<file path="config.mk">
export PLATFORM = sky130hd
export DESIGN_NAME = stable_bus_sync_flat
export DESIGN_NICKNAME = d
export VERILOG_FILES = /design/src/rtl/stable_bus_sync_if.sv /design/src/rtl/stable_bus_sync.sv /design/src/flat_wrapper.sv
export SDC_FILE = /design/constraint.sdc
export NUM_CORES = 1
export LEC_CHECK = 0
export CAP_MARGIN = 15
export CORE_MARGIN = 5
export CORE_UTILIZATION = 45
export DETAILED_ROUTE_END_ITERATION = 6
export PLACE_DENSITY = 0.69
export SLEW_MARGIN = 30
export SYNTH_ARGS = -nofsm -noshare
export SYNTH_HDL_FRONTEND = slang
export SYNTH_SLANG_ARGS = --single-unit
</file>
<file path="constraint.sdc">
create_clock -name dn_clk -period 9 [get_ports dn_clk]
set_input_delay 0.9 -clock dn_clk [delete_from_list [all_inputs] [get_ports dn_clk]]
set_output_delay 0.9 -clock dn_clk [all_outputs]
set_load 0.02 [all_outputs]
</file>
<file path="src/rtl/stable_bus_sync_if.sv">
// Bundle of the asynchronous source bus and the dn_clk-domain outputs of stable_bus_sync.
// master drives the source side; slave is the synchroniser itself.
interface stable_bus_sync_if #(
  parameter int BUS_WIDTH = 32
);
  logic [BUS_WIDTH-1:0] up_bus;
  logic                 dn_hold;
  logic [BUS_WIDTH-1:0] dn_bus;
  logic                 dn_upd;
  logic                 dn_stable;
  logic                 dn_glitch;

  modport master (
    output up_bus, dn_hold,
    input  dn_bus, dn_upd, dn_stable, dn_glitch
  );

  modport slave (
    input  up_bus, dn_hold,
    output dn_bus, dn_upd, dn_stable, dn_glitch
  );
endinterface

</file>
<file path="src/rtl/stable_bus_sync.sv">
// Multi-bit synchroniser for a slowly changing asynchronous bus: republishes the
// synchronised word only after it has held unchanged for STABLE_CYCLES cycles.
module stable_bus_sync #(
  parameter int BUS_WIDTH     = 32,
  parameter int SYNC_STAGES   = 2,
  parameter int STABLE_CYCLES = 4
) (
  input logic               dn_clk,
  input logic               dn_rst,
  stable_bus_sync_if.slave  bus
);

  localparam int CW = $clog2(STABLE_CYCLES + 1);
  localparam logic [CW-1:0] CNT_MAX = CW'(STABLE_CYCLES);

  logic [BUS_WIDTH-1:0] r_sync [SYNC_STAGES];
  logic [BUS_WIDTH-1:0] r_prev;
  logic [CW-1:0]        r_cnt;
  logic [BUS_WIDTH-1:0] r_bus;
  logic                 r_upd;
  logic                 r_glitch;

  logic [BUS_WIDTH-1:0] w_syn;
  logic                 w_change;
  logic                 w_qual;

  assign w_syn    = r_sync[SYNC_STAGES-1];
  assign w_change = (w_syn != r_prev);
  assign w_qual   = (r_cnt == CNT_MAX);

  always_ff @(posedge dn_clk or posedge dn_rst) begin
    if (dn_rst) begin
      for (int unsigned k = 0; k < SYNC_STAGES; k++) r_sync[k] <= '0;
      r_prev <= '0;
    end else begin
      r_sync[0] <= bus.up_bus;
      for (int unsigned k = 1; k < SYNC_STAGES; k++) r_sync[k] <= r_sync[k-1];
      r_prev <= w_syn;
    end
  end

  // Run length of the synchronised word, saturating once it has qualified.
  always_ff @(posedge dn_clk or posedge dn_rst) begin
    if (dn_rst) begin
      r_cnt    <= '0;
      r_glitch <= 1'b0;
    end else begin
      if (w_change)     r_cnt <= '0;
      else if (!w_qual) r_cnt <= r_cnt + CW'(1);
      r_glitch <= w_change && !w_qual;
    end
  end

  always_ff @(posedge dn_clk or posedge dn_rst) begin
    if (dn_rst) begin
      r_bus <= '0;
      r_upd <= 1'b0;
    end else if (w_qual && !bus.dn_hold && (r_prev != r_bus)) begin
      r_bus <= r_prev;
      r_upd <= 1'b1;
    end else begin
      r_upd <= 1'b0;
    end
  end

  assign bus.dn_bus    = r_bus;
  assign bus.dn_upd    = r_upd;
  assign bus.dn_stable = w_qual;
  assign bus.dn_glitch = r_glitch;

endmodule

</file>
<file path="src/flat_wrapper.sv">
// flat-port wrapper written by rule: the top's interface ports become plain ports
module stable_bus_sync_flat 
#(
  parameter int BUS_WIDTH     = 32,
  parameter int SYNC_STAGES   = 2,
  parameter int STABLE_CYCLES = 4
)
  (dn_clk, dn_rst, bus_up_bus, bus_dn_hold, bus_dn_bus, bus_dn_upd, bus_dn_stable, bus_dn_glitch);
  stable_bus_sync_if #(.BUS_WIDTH(BUS_WIDTH)) bus_i ();
  input logic dn_clk;
  input logic dn_rst;
  input wire logic [$bits(bus_i.up_bus)-1:0] bus_up_bus;
  input wire logic [$bits(bus_i.dn_hold)-1:0] bus_dn_hold;
  output wire logic [$bits(bus_i.dn_bus)-1:0] bus_dn_bus;
  output wire logic [$bits(bus_i.dn_upd)-1:0] bus_dn_upd;
  output wire logic [$bits(bus_i.dn_stable)-1:0] bus_dn_stable;
  output wire logic [$bits(bus_i.dn_glitch)-1:0] bus_dn_glitch;
  assign bus_i.up_bus = bus_up_bus;
  assign bus_i.dn_hold = bus_dn_hold;
  assign bus_dn_bus = bus_i.dn_bus;
  assign bus_dn_upd = bus_i.dn_upd;
  assign bus_dn_stable = bus_i.dn_stable;
  assign bus_dn_glitch = bus_i.dn_glitch;
  stable_bus_sync #(.BUS_WIDTH(BUS_WIDTH), .SYNC_STAGES(SYNC_STAGES), .STABLE_CYCLES(STABLE_CYCLES)) u_core (.dn_clk(dn_clk), .dn_rst(dn_rst), .bus(bus_i));
endmodule
</file>
### After elaboration in Yosys (flattened, before gate mapping)

Cells that the tools add are included.

| storage, ports and cells | value |
|---|---|
| word-level logic and storage cells | 20 |
| flip-flop bits (word level) | 133 |
| output and inout port bits | 35 |
| input bits | 35 |

| cells by class | value |
|---|---|
| muxes and demuxes | 3 |
| eq/ne operators | 4 |
| reductions and logical operators | 5 |
| $add $sub $neg | 1 |

Operators by type and width:

| cell | count |
|---|---|
| != test 32 bit | 2 |
| 2-to-1 mux 3 bit | 2 |
| adder 3 x 1 -> 3 bit, second input constant | 1 |
| == test 3 bit, second input constant | 1 |
| logical AND 1 bit | 3 |
| logical NOT 1 bit | 2 |
| != test 2 x 1 -> 1 bit, second input constant | 1 |
| 2-to-1 mux 1 bit | 1 |

### Logic depth before layout (Yosys ltp)

Gate-level depths: netlist of the first run.

| logic depth | value |
|---|---|
| word-level depth | 4 |
| depth in mapped cells | 6 |

### Least setup slack after synthesis of the first run

No wires, ideal clock.

| timing | value |
|---|---|
| path type | input to register |
| start point | input port bus_dn_hold |
| end point | register u_core.r_bus[10], in the netlist u_core.bus.dn_bus[10] |
| arrival time | 1.852 ns |
| required time | 8.875 ns |
| stages on the path | 3 |
| path slack | 7.024 ns |
| cells stage by stage | a211oi_2 > buf_6 > mux2_2 |

| on the way | value |
|---|---|
| cells in the longest elaborated chain, start to end | 3 |

Ends and longest elaborated chain:

| element | RTL line | RTL |
|---|---|---|
| from (decl) | flat_wrapper.sv:13 | `input wire logic [$bits(bus_i.dn_hold)-1:0] bus_dn_hold;` |
| logical NOT 1 bit | stable_bus_sync.sv:58 | `end else if (w_qual && !bus.dn_hold && (r_prev != r_bus)) begin` |
| logical AND 1 bit (2 in series) | stable_bus_sync.sv:58 |  |
| to (signal assigned) | stable_bus_sync.sv:59 | `r_bus <= r_prev;` |
| to (decl) | stable_bus_sync.sv:19 | `logic [BUS_WIDTH-1:0] r_bus;` |

Every way passes these cells.
A chain may end at the register's enable or synchronous reset.

### Worst setup path in the final report of the first run

| timing | value |
|---|---|
| start point | register u_core.r_cnt[0] |
| end point | output port bus_dn_stable |

| on the way | value |
|---|---|
| cells in the longest elaborated chain, start to end | 1 |

Ends and longest elaborated chain:

| element | RTL line | RTL |
|---|---|---|
| from (decl) | stable_bus_sync.sv:18 | `logic [CW-1:0] r_cnt;` |
| from (signal assigned) | stable_bus_sync.sv:49 | `else if (!w_qual) r_cnt <= r_cnt + CW'(1);` |
| == test 3 bit | stable_bus_sync.sv:29 | `assign w_qual = (r_cnt == CNT_MAX);` |
| to (decl) | flat_wrapper.sv:16 | `output wire logic [$bits(bus_i.dn_stable)-1:0] bus_dn_stable;` |

Every way passes these cells.

==> results.py, run 1 <==
metrics = {
    "floorplan": {
        "core_area_sq_mm": 0.00977,
        "dieArea_sq_mm": 0.0122,
        "die_h_um": 110,
        "start_util_pct": 46.2,
        "rows": 36,
        "die_w_um": 110,
        "pin_count": 70,
    },
    "timing": {
        "worst_pin_slew_ns": 0.826,
        "finalHoldViolations": 0,
        "setup_violations": 0,
        "setup_ws_ns": 6.03,
        "drv_slew": 0,
        "skew_ns": 0.00802,
        "fin_crit_sh_pct": 33.0,
        "fin_crit_ns": 2.97,
        "hold-worst-slack_ns": 0.345,
        "timing.fmax_ghz": 0.337,
        "slew-limit-headroom_pct": 45.0,
        "rsz0062_at_grt": "false",
        "setup_tns_ns": 0,
    },
    "clock_network": {
        "numClockSinks": 133,
        "cts.clk_slew.worst_paths_ns": 0.06,
        "root_buffer": "clkbuf_8",
        "cts_tree": "built",
        "post_cts_resized": 0,
        "post_cts_buffers": 0,
        "cts_hold_buf": 0,
        "cts_made_buffers": 17,
        "cts_buffer_depth": 2,
        "clk_latency_ns": 0.50,
        "h-tree-depth": 4,
    },
    "critical_path": {
        "ff2ff_path_depth": 6,
        "r2r_end": "u_core.bus.dn_bus[24]$_DFFE_PP0P_",
        "arrival_ns": 2.07,
        "path_max_fanout": 4,
        "worst_path_max_delay_cell": "clkdlybuf4s50_1",
        "startpoint_type": "flip-flop",
        "path_cells": "inv_1 -> ha_1 -> nand2_1 -> inv_1 -> clkdlybuf4s50_1",
        "cp_common_cell": "inv_1",
        "worstPathRequired_ns": 8.10,
        "r2r_setup_slack_ns": 6.59,
        "max_stage_delay_ns": 0.62,
        "critPathKind": "reg -> out",
        "worstSetupEndpointType": "output port",
        "r2r_start": "u_core.r_prev[15]$_DFF_PP0_",
    },
    "yosys": {
        "syn_nets": 308,
        "avgSynthCellArea_sq_um": 16.7,
        "yosysSeqAreaShare_pct": 73.6,
        "syn_inst": 271,
        "yosys_register_bits": 133,
        "netlist_area_sq_mm": 0.00452,
        "yosysUniqueCellTypes": 14,
        "yosys_warnings": 0,
    },
    "place": {
        "dpl_cell_area_sq_mm": 0.00537,
        "routabilityCongestion": 0.727,
        "place_inst": 472,
        "port_buffers": 69,
        "dp_worst_setup_slack_ns": 6.02,
        "detailed_place_hpwl_um": 5290,
    },
    "detailed_routing": {
        "drc": 0,
        "via_per_inst": 4.60,
        "wire_per_inst_um": 15.4,
        "first_pass_iters": 4,
        "ant_nets": 0,
        "vias": 2317,
        "drt_iter0_drc": 104,
        "drt_wl_total_um": 7760,
    },
    "cells_and_area": {
        "layout.cells.most_common": "dfrtp_1",
        "nets": 395,
        "final_util_pct": 61.2,
        "final_cell_mix": "133 x dfrtp_1, 69 x clkdlybuf4s50_1, 65 x xnor2_1, 32 x mux2_2",
        "syn_to_final_growth_pct": 32.3,
        "drive_gt1_share_pct": 18.6,
        "diodes": 0,
        "stdcell_count": 504,
        "fin_area_sq_mm": 0.00598,
    },
    "power_and_ir_drop": {
        "power_density_mw_per_mm2": 230,
        "peakVddDrop_uv": 129,
        "p_leak_nw": 2.53,
        "power_mw": 1.38,
    },
    "worst_hold_path": {
        "hold_depth": 0,
        "hp-start": "u_core.r_sync[46]$_DFF_PP0_",
        "hold_class": "reg -> reg",
        "min_to": "u_core.w_syn[14]$_DFF_PP0_",
    },
    "grt": {
        "grt_pass1_wl_um": 13000,
        "grtUsageTotal_pct": 14.7,
        "antenna_found_initial": 0,
        "globalRouteOverflowTotal": 0,
        "first_global_vias": 2571,
        "grt_max_degree": 71,
    },
    "status": {
        "status": "complete, no violations",
    },
    "flow_run": {
        "maxCapViolCount": 0,
    },
}
cell families (layout without fill, tap and decap cells):
kind of cell               count (synthesis)  after routing  synth area share (%)
adders and majority gates                  2              2                 0.553
DFF                                      133            133                  73.6
xor gates and xnor gates                  65             65                  12.6
and+or+nand+nor                           29             29                  3.68
muxes                                     32             32                  7.97
AOI/OAI and AO/OA                          3              3                 0.498
buffers and inverters                      7            107                  1.08
flip-flops by register name (all words and copies together) (netlist names):
register,flops
u_core.bus.dn_upd,1
u_core.r_cnt,3
u_core.bus.dn_bus,32
u_core.bus.dn_glitch,1
u_core.w_syn,32
u_core.r_prev,32
u_core.r_sync,32
power by group:
part	total (mW)	internal (mW)	switching, mW	leakage (nW)
registers	0.636	0.620	0.0154	1.63
clock network	0.691	0.440	0.251	0.300
logic	0.0495	0.0279	0.0216	0.597
worst max-delay path, delay by kind of cell (launching register included):
kind / cells / cell delay, ns
adder cells (fa/ha/maj): 1 / 0.17
buffers and inverters: 3 / 0.85
flip-flops: 1 / 0.40
AND/OR/NAND/NOR: 1 / 0.15
synth_stat cells:
| cell type | n | area (sq um) |
|---|---|---|
| dfrtp_1 | 133 | 3330 |
| xnor2_1 | 65 | 569 |
| mux2_2 | 32 | 360 |
| nand4_1 | 16 | 100 |
| nand2_1 | 5 | 18.8 |
| inv_1 | 4 | 15.0 |
| buf_6 | 3 | 33.8 |
| nor2_1 | 3 | 11.3 |
| nor4_1 | 3 | 18.8 |
| a21oi_1 | 2 | 10.0 |
| ha_1 | 2 | 25.0 |
| a211oi_2 | 1 | 12.5 |
| nor3_1 | 1 | 5.00 |
| nor4_2 | 1 | 12.5 |
layer usage:
metal	GRT usage, %	wire length (um)
met1	18.7	3370
met4	5.28	91
met5	0	0
met2	23.2	3860
met3	5.42	434
how the worst max path moves through the flow:
stage,slack (ns),from,endpoint,cells after the start
global route,5.91,u_core.r_cnt[1]$_DFFE_PP0P_,bus_dn_stable,5
finish,6.03,u_core.r_cnt[0]$_DFFE_PP0P_,bus_dn_stable,5
floorplan,4.55,dn_rst,u_core.bus.dn_bus[0]$_DFFE_PP0P_,1
CTS,6.00,u_core.r_cnt[0]$_DFFE_PP0P_,bus_dn_stable,5
detailed placement,6.02,bus_dn_hold,u_core.bus.dn_bus[24]$_DFFE_PP0P_,4
global placement,6.03,bus_dn_hold,u_core.bus.dn_bus[1]$_DFFE_PP0P_,4
layout make-up:
cell class | count | area [sq um]
clock buffer | 19 | 442
clock inverter | 13 | 169
multi-input combinational | 131 | 1150
fill | 749 | 3790
timing repair buffer | 71 | 706
sequential | 133 | 3330
inverter | 4 | 17.5
tap | 133 | 166
Power figures use the tool's default switching activity.
==> inputs of run 2 (changes only) <==
- clock period: 9 -> 3 ns (I/O delays scaled with it)
==> run 2 against run 1 <==
Against the previous run:
- first-iteration DRC count down 30%
- hold slack worse by 0.13 ns
- sequential cell count unchanged
- die area unchanged
- combinational power rose to 3.1 times the previous value
- highest routed layer unchanged
- routed wire length up 3.2%
- final cell count up 0.20%
- critical path depth up 1
- clock skew down 0.0018 ns
==> results.py, run 2 (synthesis gave the netlist of run 1 again) <==
metrics = {
    "clock_network": {
        "cts_made_buffers": 17,
        "post_cts_resized": 0,
        "cts_buffer_depth": 2,
        "cts.clk_slew.worst_paths_ns": 0.06,
        "cts_hold_buf": 0,
        "h-tree-depth": 4,
        "numClockSinks": 133,
        "post_cts_buffers": 0,
        "cts_tree": "built",
        "clk_latency_ns": 0.51,
        "root_buffer": "clkbuf_8",
    },
    "detailed_routing": {
        "ant_nets": 0,
        "drt_wl_total_um": 8010,
        "vias": 2345,
        "via_per_inst": 4.64,
        "wire_per_inst_um": 15.9,
        "drt_iter0_drc": 73,
        "drc": 0,
        "first_pass_iters": 4,
    },
    "power_and_ir_drop": {
        "p_leak_nw": 2.55,
        "power_density_mw_per_mm2": 711,
        "pwr-share-clk_pct": 52.1,
        "power.switching_mw": 0.853,
        "power_frac_seq_pct": 44.4,
        "comb_power_share_pct": 3.5,
        "internal_power_mw": 3.45,
        "peakVddDrop_uv": 712,
        "swShare_pct": 19.8,
    },
    "floorplan": {
        "start_util_pct": 46.2,
        "rows": 36,
        "die_w_um": 110,
        "core_area_sq_mm": 0.00977,
        "dieArea_sq_mm": 0.0122,
        "pin_count": 70,
        "die_h_um": 110,
    },
    "timing": {
        "slew-limit-headroom_pct": 43.9,
        "fin_crit_sh_pct": 79.6,
        "finalHoldViolations": 0,
        "rsz0062_at_grt": "false",
        "timing.fmax_ghz": 0.419,
        "worst_pin_slew_ns": 0.839,
        "hold-worst-slack_ns": 0.214,
        "setup_tns_ns": 0,
        "setup_violations": 0,
        "fin_crit_ns": 2.39,
        "skew_ns": 0.00619,
        "drv_slew": 0,
        "setup_ws_ns": 0.611,
    },
    "grt": {
        "met3_usage_pct": 5.65,
        "globalRouteOverflowTotal": 0,
        "grt_pass1_wl_um": 13000,
        "grtUsageTotal_pct": 14.8,
        "grt_max_degree": 69,
        "gr-usage-met1_pct": 17.9,
        "busiest_layer": "met2",
        "first_global_vias": 2624,
        "antenna_found_initial": 0,
        "met2_usage_pct": 24.0,
    },
    "status": {
        "status": "complete, no violations",
    },
    "critical_path": {
        "r2r_end": "u_core.bus.dn_bus[28]$_DFFE_PP0P_",
        "arrival_ns": 2.78,
        "r2r_setup_slack_ns": 0.61,
        "critPathKind": "reg -> reg",
        "worstPathRequired_ns": 3.39,
        "path_max_fanout": 16,
        "startpoint_type": "flip-flop",
        "worstSetupEndpointType": "flip-flop",
        "r2r_start": "u_core.r_prev[20]$_DFF_PP0_",
        "ff2ff_path_depth": 6,
    },
    "cells_and_area": {
        "final_cell_mix": "133 x dfrtp_1, 69 x clkdlybuf4s50_1, 65 x xnor2_1, 32 x mux2_2",
        "syn_to_final_growth_pct": 33.8,
        "fillCellCount": 720,
        "diodes": 0,
        "layout.cells.most_common": "dfrtp_1",
        "drive_gt1_share_pct": 18.8,
        "nets": 397,
        "stdcell_count": 505,
    },
    "worst_hold_path": {
        "hold_class": "in -> async",
    },
    "place": {
        "place_inst": 474,
        "port_buffers": 69,
        "dp_worst_setup_slack_ns": 0.623,
        "detailed_place_hpwl_um": 5540,
        "routabilityCongestion": 0.740,
    },
    "flow_run": {
        "maxCapViolCount": 0,
    },
}
==> run 2: area by class of cell <==
type	instances	area [sq um]	share of cell area, %
sequential	133	3330	55.0
multi-input combinational	131	1150	19.0
timing repair buffer	73	733	12.1
clock buffer	20	455	7.53
clock inverter	11	196	3.25
tap	133	166	2.75
inverter	4	18.8	0.310
==> run 2: per-stage QoR <==
step                area, sq um  util (%)  power [mW]
floorplan                  4520         -        2.01
global placement           5400      55.2        2.09
detailed placement         5400      55.2        2.10
CTS                        6050      61.9        4.35
global route               6050      61.9        4.46
finish                     6050      61.9        4.30
==> run 2: worst max-delay path by stage <==
stage,from,to,slack (ns),cells after the start
final,u_core.r_prev[20]$_DFF_PP0_,u_core.bus.dn_bus[28]$_DFFE_PP0P_,0.61,6
after CTS,u_core.r_prev[20]$_DFF_PP0_,u_core.bus.dn_bus[28]$_DFFE_PP0P_,0.59,6
after detailed placement,u_core.r_prev[30]$_DFF_PP0_,u_core.bus.dn_bus[8]$_DFFE_PP0P_,0.62,6
after floorplan,dn_rst,u_core.bus.dn_bus[0]$_DFFE_PP0P_,1.05,1
after global routing,u_core.bus.dn_bus[12]$_DFFE_PP0P_,u_core.bus.dn_bus[28]$_DFFE_PP0P_,0.48,6
after global placement,bus_dn_hold,u_core.bus.dn_bus[19]$_DFFE_PP0P_,0.64,4
==> run 2: metal layers <==
layer	wire, um	vias up	share of wire [%]
li1	-	1092	-
met1	3410	1181	43
met2	3980	63	50
met3	514	9	6.4
met4	100	0	1.2
met5	0	-	0
==> run 2: worst max-delay path, stage by stage, from the launching register on <==
cell and delay (ns):
dfrtp_1 0.43, xnor2_1 0.15, nand4_1 0.14, nor4_2 0.08
a211oi_4 0.73, buf_4 0.36, mux2_2 0.37
==> run 2: power groups by stage <==
| stage | logic [mW] | clock network (mW) | registers, mW |
|---|---|---|---|
| finish | 0.151 | 2.24 | 1.91 |
| global route | 0.169 | 2.38 | 1.92 |
| CTS | 0.157 | 2.29 | 1.91 |
| detailed placement | 0.156 | 0 | 1.94 |
| global placement | 0.153 | 0 | 1.94 |
| floorplan | 0.0851 | 0 | 1.93 |
